$ cat src/rtl/commit_trace_buffer.sv
// Commit-trace capture: timestamps active commit cycles into a FIFO drained over valid/ready.
// Optional build macro TRACE_WRAP_EN: when full, overwrite the oldest record instead of dropping the newest.
module commit_trace_buffer #(
  parameter int DATA_W     = 16,
  parameter int RAW        = 4,
  parameter int DEPTH      = 16,
  parameter int CNT_W      = 32,
  parameter int MAX_CYCLES = 100000
) (
  input  logic                     clk,
  input  logic                     rst_n,
  input  logic                     arm,
  input  logic [DATA_W-1:0]        pc,
  input  logic                     rf_we,
  input  logic [RAW-1:0]           rf_waddr,
  input  logic [DATA_W-1:0]        rf_wdata,
  input  logic                     mem_re,
  input  logic                     mem_we,
  input  logic [DATA_W-1:0]        mem_addr,
  input  logic [DATA_W-1:0]        mem_wdata,
  input  logic [DATA_W-1:0]        mem_rdata,
  input  logic                     hlt,
  output logic                     rec_valid,
  input  logic                     rec_ready,
  output logic [3:0]               rec_flags,
  output logic [DATA_W-1:0]        rec_pc,
  output logic [RAW-1:0]           rec_reg,
  output logic [DATA_W-1:0]        rec_rdata,
  output logic [DATA_W-1:0]        rec_maddr,
  output logic [DATA_W-1:0]        rec_mdata,
  output logic [CNT_W-1:0]         rec_cycle,
  output logic [$clog2(DEPTH):0]   level,
  output logic [CNT_W-1:0]         inst_count,
  output logic [CNT_W-1:0]         cycle_count,
  output logic [CNT_W-1:0]         drop_count,
  output logic                     overflow,
  output logic [1:0]               state,
  output logic                     timeout
);

  localparam int AW = $clog2(DEPTH);
  localparam logic [AW:0]       FULL_LVL = DEPTH[AW:0];
  localparam logic [CNT_W-1:0]  MAX_LAST = CNT_W'(MAX_CYCLES - 1);
  localparam bit                TO_EN    = (MAX_CYCLES != 0);

  typedef enum logic [1:0] {S_IDLE = 2'd0, S_RUN = 2'd1, S_STOP = 2'd2, S_DONE = 2'd3} state_t;

  typedef struct packed {
    logic [3:0]        flags;
    logic [DATA_W-1:0] pc;
    logic [RAW-1:0]    waddr;
    logic [DATA_W-1:0] wdata;
    logic [DATA_W-1:0] maddr;
    logic [DATA_W-1:0] mdata;
    logic [CNT_W-1:0]  cycle;
  } rec_t;

  state_t            state_q, state_d;
  logic [AW-1:0]     wr_ptr_q, wr_ptr_d, rd_ptr_q, rd_ptr_d;
  logic [AW:0]       level_q, level_d;
  logic [CNT_W-1:0]  cycle_count_q, cycle_count_d;
  logic [CNT_W-1:0]  inst_count_q, inst_count_d;
  logic [CNT_W-1:0]  drop_count_q, drop_count_d;
  logic              overflow_q, overflow_d;
  logic              timeout_q, timeout_d;
  rec_t              mem_q [DEPTH];
  rec_t              cap_rec, head_rec;
  logic              mem_wen, push, push_ok, pop, full;

  function automatic logic [CNT_W-1:0] sat_inc(input logic [CNT_W-1:0] v);
    return (&v) ? v : v + CNT_W'(1);
  endfunction

  always_comb begin
    cap_rec = '{flags: {hlt, mem_we, mem_re, rf_we}, pc: pc, waddr: rf_waddr,
                wdata: rf_wdata, maddr: mem_addr,
                mdata: (mem_re ? mem_rdata : mem_wdata), cycle: cycle_count_q};
    full    = (level_q == FULL_LVL);
    pop     = (level_q != '0) && rec_ready;
    push    = (state_q == S_RUN) && (rf_we | mem_re | mem_we | hlt);
    push_ok = push && (!full || pop);

    state_d       = state_q;
    wr_ptr_d      = wr_ptr_q;
    rd_ptr_d      = rd_ptr_q;
    level_d       = level_q;
    cycle_count_d = cycle_count_q;
    inst_count_d  = inst_count_q;
    drop_count_d  = drop_count_q;
    overflow_d    = overflow_q;
    timeout_d     = timeout_q;
    mem_wen       = 1'b0;

    if (pop) rd_ptr_d = rd_ptr_q + AW'(1);
    if (push_ok) begin
      mem_wen  = 1'b1;
      wr_ptr_d = wr_ptr_q + AW'(1);
    end else if (push) begin
      drop_count_d = sat_inc(drop_count_q);
      overflow_d   = 1'b1;
`ifdef TRACE_WRAP_EN
      // Full with no pop: wr_ptr equals rd_ptr, so this overwrites the oldest record.
      mem_wen  = 1'b1;
      wr_ptr_d = wr_ptr_q + AW'(1);
      rd_ptr_d = rd_ptr_q + AW'(1);
`endif
    end
    if (push_ok && !pop)      level_d = level_q + (AW+1)'(1);
    else if (!push_ok && pop) level_d = level_q - (AW+1)'(1);

    unique case (state_q)
      S_IDLE, S_DONE: begin
        if (arm) begin
          state_d       = S_RUN;
          wr_ptr_d      = '0;
          rd_ptr_d      = '0;
          level_d       = '0;
          cycle_count_d = '0;
          inst_count_d  = '0;
          drop_count_d  = '0;
          overflow_d    = 1'b0;
          timeout_d     = 1'b0;
          mem_wen       = 1'b0;
        end
      end
      S_RUN: begin
        cycle_count_d = sat_inc(cycle_count_q);
        if (hlt | rf_we | mem_we) inst_count_d = sat_inc(inst_count_q);
        // Halt takes priority over the cycle limit, leaving timeout clear.
        if (hlt) begin
          state_d = S_STOP;
        end else if (TO_EN && (cycle_count_q == MAX_LAST)) begin
          state_d   = S_STOP;
          timeout_d = 1'b1;
        end
      end
      S_STOP: begin
        if (level_q == '0) state_d = S_DONE;
      end
    endcase
  end

  always_ff @(posedge clk) begin
    if (!rst_n) begin
      state_q       <= S_IDLE;
      wr_ptr_q      <= '0;
      rd_ptr_q      <= '0;
      level_q       <= '0;
      cycle_count_q <= '0;
      inst_count_q  <= '0;
      drop_count_q  <= '0;
      overflow_q    <= 1'b0;
      timeout_q     <= 1'b0;
    end else begin
      state_q       <= state_d;
      wr_ptr_q      <= wr_ptr_d;
      rd_ptr_q      <= rd_ptr_d;
      level_q       <= level_d;
      cycle_count_q <= cycle_count_d;
      inst_count_q  <= inst_count_d;
      drop_count_q  <= drop_count_d;
      overflow_q    <= overflow_d;
      timeout_q     <= timeout_d;
    end
  end

  // Storage needs no reset: outputs are masked to zero whenever the FIFO is empty.
  always_ff @(posedge clk) begin
    if (mem_wen) mem_q[wr_ptr_q] <= cap_rec;
  end

  assign rec_valid   = (level_q != '0);
  assign head_rec    = rec_valid ? mem_q[rd_ptr_q] : '0;
  assign rec_flags   = head_rec.flags;
  assign rec_pc      = head_rec.pc;
  assign rec_reg     = head_rec.waddr;
  assign rec_rdata   = head_rec.wdata;
  assign rec_maddr   = head_rec.maddr;
  assign rec_mdata   = head_rec.mdata;
  assign rec_cycle   = head_rec.cycle;
  assign level       = level_q;
  assign inst_count  = inst_count_q;
  assign cycle_count = cycle_count_q;
  assign drop_count  = drop_count_q;
  assign overflow    = overflow_q;
  assign state       = state_q;
  assign timeout     = timeout_q;

endmodule

$ cat config.mk
export PLATFORM = sky130hd
export DESIGN_NAME = commit_trace_buffer
export DESIGN_NICKNAME = d
export VERILOG_FILES = /design/src/rtl/commit_trace_buffer.sv
export SDC_FILE = /design/constraint.sdc
export NUM_CORES = 2
export LEC_CHECK = 0
export BUFFER_PORTS_ARGS = -buffer_cell sky130_fd_sc_hd__buf_2
export CORE_ASPECT_RATIO = 1.1
export CORE_MARGIN = 2
export CORE_UTILIZATION = 55
export CTS_CLUSTER_SIZE = 24
export DETAILED_ROUTE_END_ITERATION = 16
export PLACE_DENSITY = 0.75
export SYNTH_ARGS = -nofsm -noshare
export SYNTH_HDL_FRONTEND = slang
export SYNTH_SLANG_ARGS = --single-unit
$ cat constraint.sdc
create_clock -name clk -period 10.47 [get_ports clk]
set_clock_uncertainty 0.15 [all_clocks]
set_input_delay 2.094 -clock clk [delete_from_list [all_inputs] [get_ports clk]]
set_output_delay 2.094 -clock clk [all_outputs]
set_load 0.05 [all_outputs]
==> impl_metrics.json <==
{
  "start_kind": "flop",
  "hold_class": "flop to flop",
  "fill_cells": 8285,
  "critPathMaxStageDelay_ps": 850,
  "syn_inst": 3228,
  "cp-end-kind": "output pin",
  "synth_top_cell_by_area": "edfxtp_1",
  "maxSlewViolCount": 0,
  "wirelength_um": 153200,
  "slew_headroom": 0.2064,
  "drt-initial-drc-count": 3508,
  "grt_max_degree": 155,
  "critical_path_arrival_ps": 4340,
  "cp_max_fo": 64,
  "drcViolationCount": 0,
  "hpwl_um": 75300,
  "postCtsSetupBuffers": 0,
  "post-synth-top-area-fraction": 0.7195,
  "power_frac_seq": 0.461,
  "yosys_warnings": 0,
  "top_layer": "met5",
  "cp_slowest_cell": "buf_4",
  "htreeDepth": 4,
  "tritoncts": "done",
  "min_period_ps": 6587,
  "intPower_w": 0.01259,
  "path_buf_inv": 3,
  "synth_edf_count": 1664,
  "tightest_slew_ps": 1190,
  "max_freq_mhz": 151.8,
  "cts_buffers": 169,
  "ant_nets": 0,
  "ys_seq_area_frac": 0.7520,
  "drive_above_1_share": 0.3156,
  "synthesis.area_mm2": 0.06945,
  "via_count": 33948,
  "p_comb_frac": 0.190,
  "die_y_um": 376.7,
  "power.leakage_nw": 24.72,
  "grt_pass1_wl_um": 226500,
  "wl_per_cell_um": 28.60,
  "synthFlopType": "edfxtp_1",
  "ys_top_cells_by_area": "edfxtp_1, mux4_2, dfxtp_1",
  "clk_pin_slew_worst_paths_ps": 60,
  "root_buffer": "clkbuf_16",
  "track_usage": 0.2406,
  "synthArstFlopShare": 0,
  "clock-sinks": 1777,
  "die_area_mm2": 0.1291,
  "placed_cell_area_mm2": 0.07287,
  "crit_chain": "buf_4 -> buf_4 -> mux4_2 -> mux4_2 -> and2_1 -> buf_2",
  "switching_power_w": 0.004790,
  "dr_wl_met3_um": 13120,
  "ctsHoldBuffers": 0,
  "wl_met2_um": 76290,
  "ys_ff_latch": 1777,
  "netlist_top_cells_count": "edfxtp_1, mux4_2, dfxtp_1, and2_1, clkbuf_1",
  "status": "finished clean",
  "finalHoldViolations": 0,
  "switching_share": 0.2756,
  "worstSetupPathType": "flop to output pin",
  "dr.pass1.iters": 6,
  "io_pins": 302,
  "yosysMostFrequentCell": "edfxtp_1",
  "overflow": 0,
  "syn_to_final_growth_pct": 12.87,
  "synth_area_per_cell_um2": 21.51,
  "finalInstanceArea_mm2": 0.07839,
  "fin_nets": 3662,
  "grt_antenna_before_repair": 16,
  "multi_input_area_mm2": 0.01633,
  "regArea_mm2": 0.05225,
  "instances_no_fill": 5358,
  "setup_viol": 0,
  "viasPerCell": 6.336,
  "dieWidth_um": 342.8,
  "finalCritPeriodShare": 0.6292,
  "grt_pass1_vias": 34597,
  "rsz0062_at_grt": "false",
  "drt-met1-wl_um": 60370,
  "routabilityCongestion": 0.8293,
  "portBuffers": 301,
  "syn_nets": 3333,
  "tns_ps": 0,
  "core_mm2": 0.1251,
  "p_clk_frac": 0.349,
  "ys_types": 61,
  "cts_buffer_depth": 3,
  "dp.cells": 5042,
  "crit_required_ps": 8230,
  "start_util": 0.5553,
  "rows": 136,
  "ir_drop_mv": 0.1729,
  "clk-insertion-delay-late_ps": 790,
  "cts_resized": 0,
  "crit_family": "buffers and inverters",
  "maxCapViolCount": 0,
  "power_density_mw_per_mm2": 221.8
}
## power groups by stage
stage	Clock [W]	Combinational, W	Sequential [W]
floorplan	0	0.00248	0.00818
global placement	0	0.00333	0.00815
CTS	0.00616	0.00336	0.00802
finish	0.00607	0.00331	0.00801
detailed placement	0	0.00334	0.00816
global route	0.00642	0.00351	0.00803
## final timing paths
kind                               start                       to  slack (ps)  cells after the start
setup / recovery  rd_ptr_q[1]$_SDFF_PN0_             rec_rdata[1]        3880                      6
hold / removal       overflow$_SDFF_PN0_      overflow$_SDFF_PN0_         320                      2
setup reg to reg     level[0]$_SDFF_PN0_  mem_q[12][49]$_DFFE_PP_        6120                      9
hold reg to reg      overflow$_SDFF_PN0_      overflow$_SDFF_PN0_         320                      2
## tightest hold or removal path: stages (launching register included)
cell and delay (ps):
dfxtp_1 320, nor2_1 50, nor2_1 70
## cells by family (layout without fill, tap and decap cells)
family | after synthesis | after routing | synth area share
buffers and inverters | 217 | 683 | 0.01499
AO/OA/AOI/OAI | 195 | 195 | 0.01710
adder cells (fa/ha/maj) | 13 | 13 | 0.002342
AND/OR/NAND/NOR | 462 | 462 | 0.03855
flip-flops | 1777 | 1777 | 0.7520
multiplexers | 547 | 547 | 0.1728
XOR/XNOR | 17 | 17 | 0.002144
other | 0 | 8 | 0
## layout make-up
| cell class | count | share of cell area |
|---|---|---|
| Clock buffer | 211 | 0.05670 |
| Sequential cell | 1777 | 0.6665 |
| Inverter | 19 | 0.0009418 |
| Tap cell | 1656 | 0.02643 |
| Timing Repair Buffer | 356 | 0.02752 |
| Clock inverter | 97 | 0.01336 |
| Multi-Input combinational cell | 1234 | 0.2083 |
| Antenna cell | 8 | 0.0002554 |
## per-stage QoR
stage / hold slack, ps / power, W / setup slack [ps] / util
floorplan: 383.2 / 0.01066 / -507.8 / -
finish: 322.4 / 0.01738 / 3883 / 0.6267
global route: 340.8 / 0.01795 / 3688 / 0.6266
CTS: 325.3 / 0.01754 / 3783 / 0.6266
global placement: 303.9 / 0.01148 / 4366 / 0.5827
detailed placement: 310.1 / 0.01150 / 4319 / 0.5827
## registers in the layout, summed over array words and instances (netlist names)
signal	cells
state	2
drop_count	32
wr_ptr_q	4
mem_q	1664
inst_count	32
cycle_count	32
timeout	1
rd_ptr_q	4
level	5
overflow	1
## routing by layer
metal / vias up / GRT usage
li1: 14257 / -
met1: 17974 / 0.3346
met2: 1459 / 0.3872
met3: 242 / 0.05698
met4: 16 / 0.06364
met5: - / 0
## layout by cell type (no fill, tap or decap), types with 33 or more instances in the layout
cell and count:
edfxtp_1 1664, mux4_2 520, buf_2 301, clkbuf_16 171, and2_1 110, dfxtp_1 109
a21oi_1 79, nand2_1 59, or3_1 48, o21ai_0 48, nand3_1 46, nand4_1 40
clkbuf_1 37, buf_4 36, nor2_1 35, or4_1 34, clkinv_1 33
No activity file was read; power rests on OpenSTA's default activity.
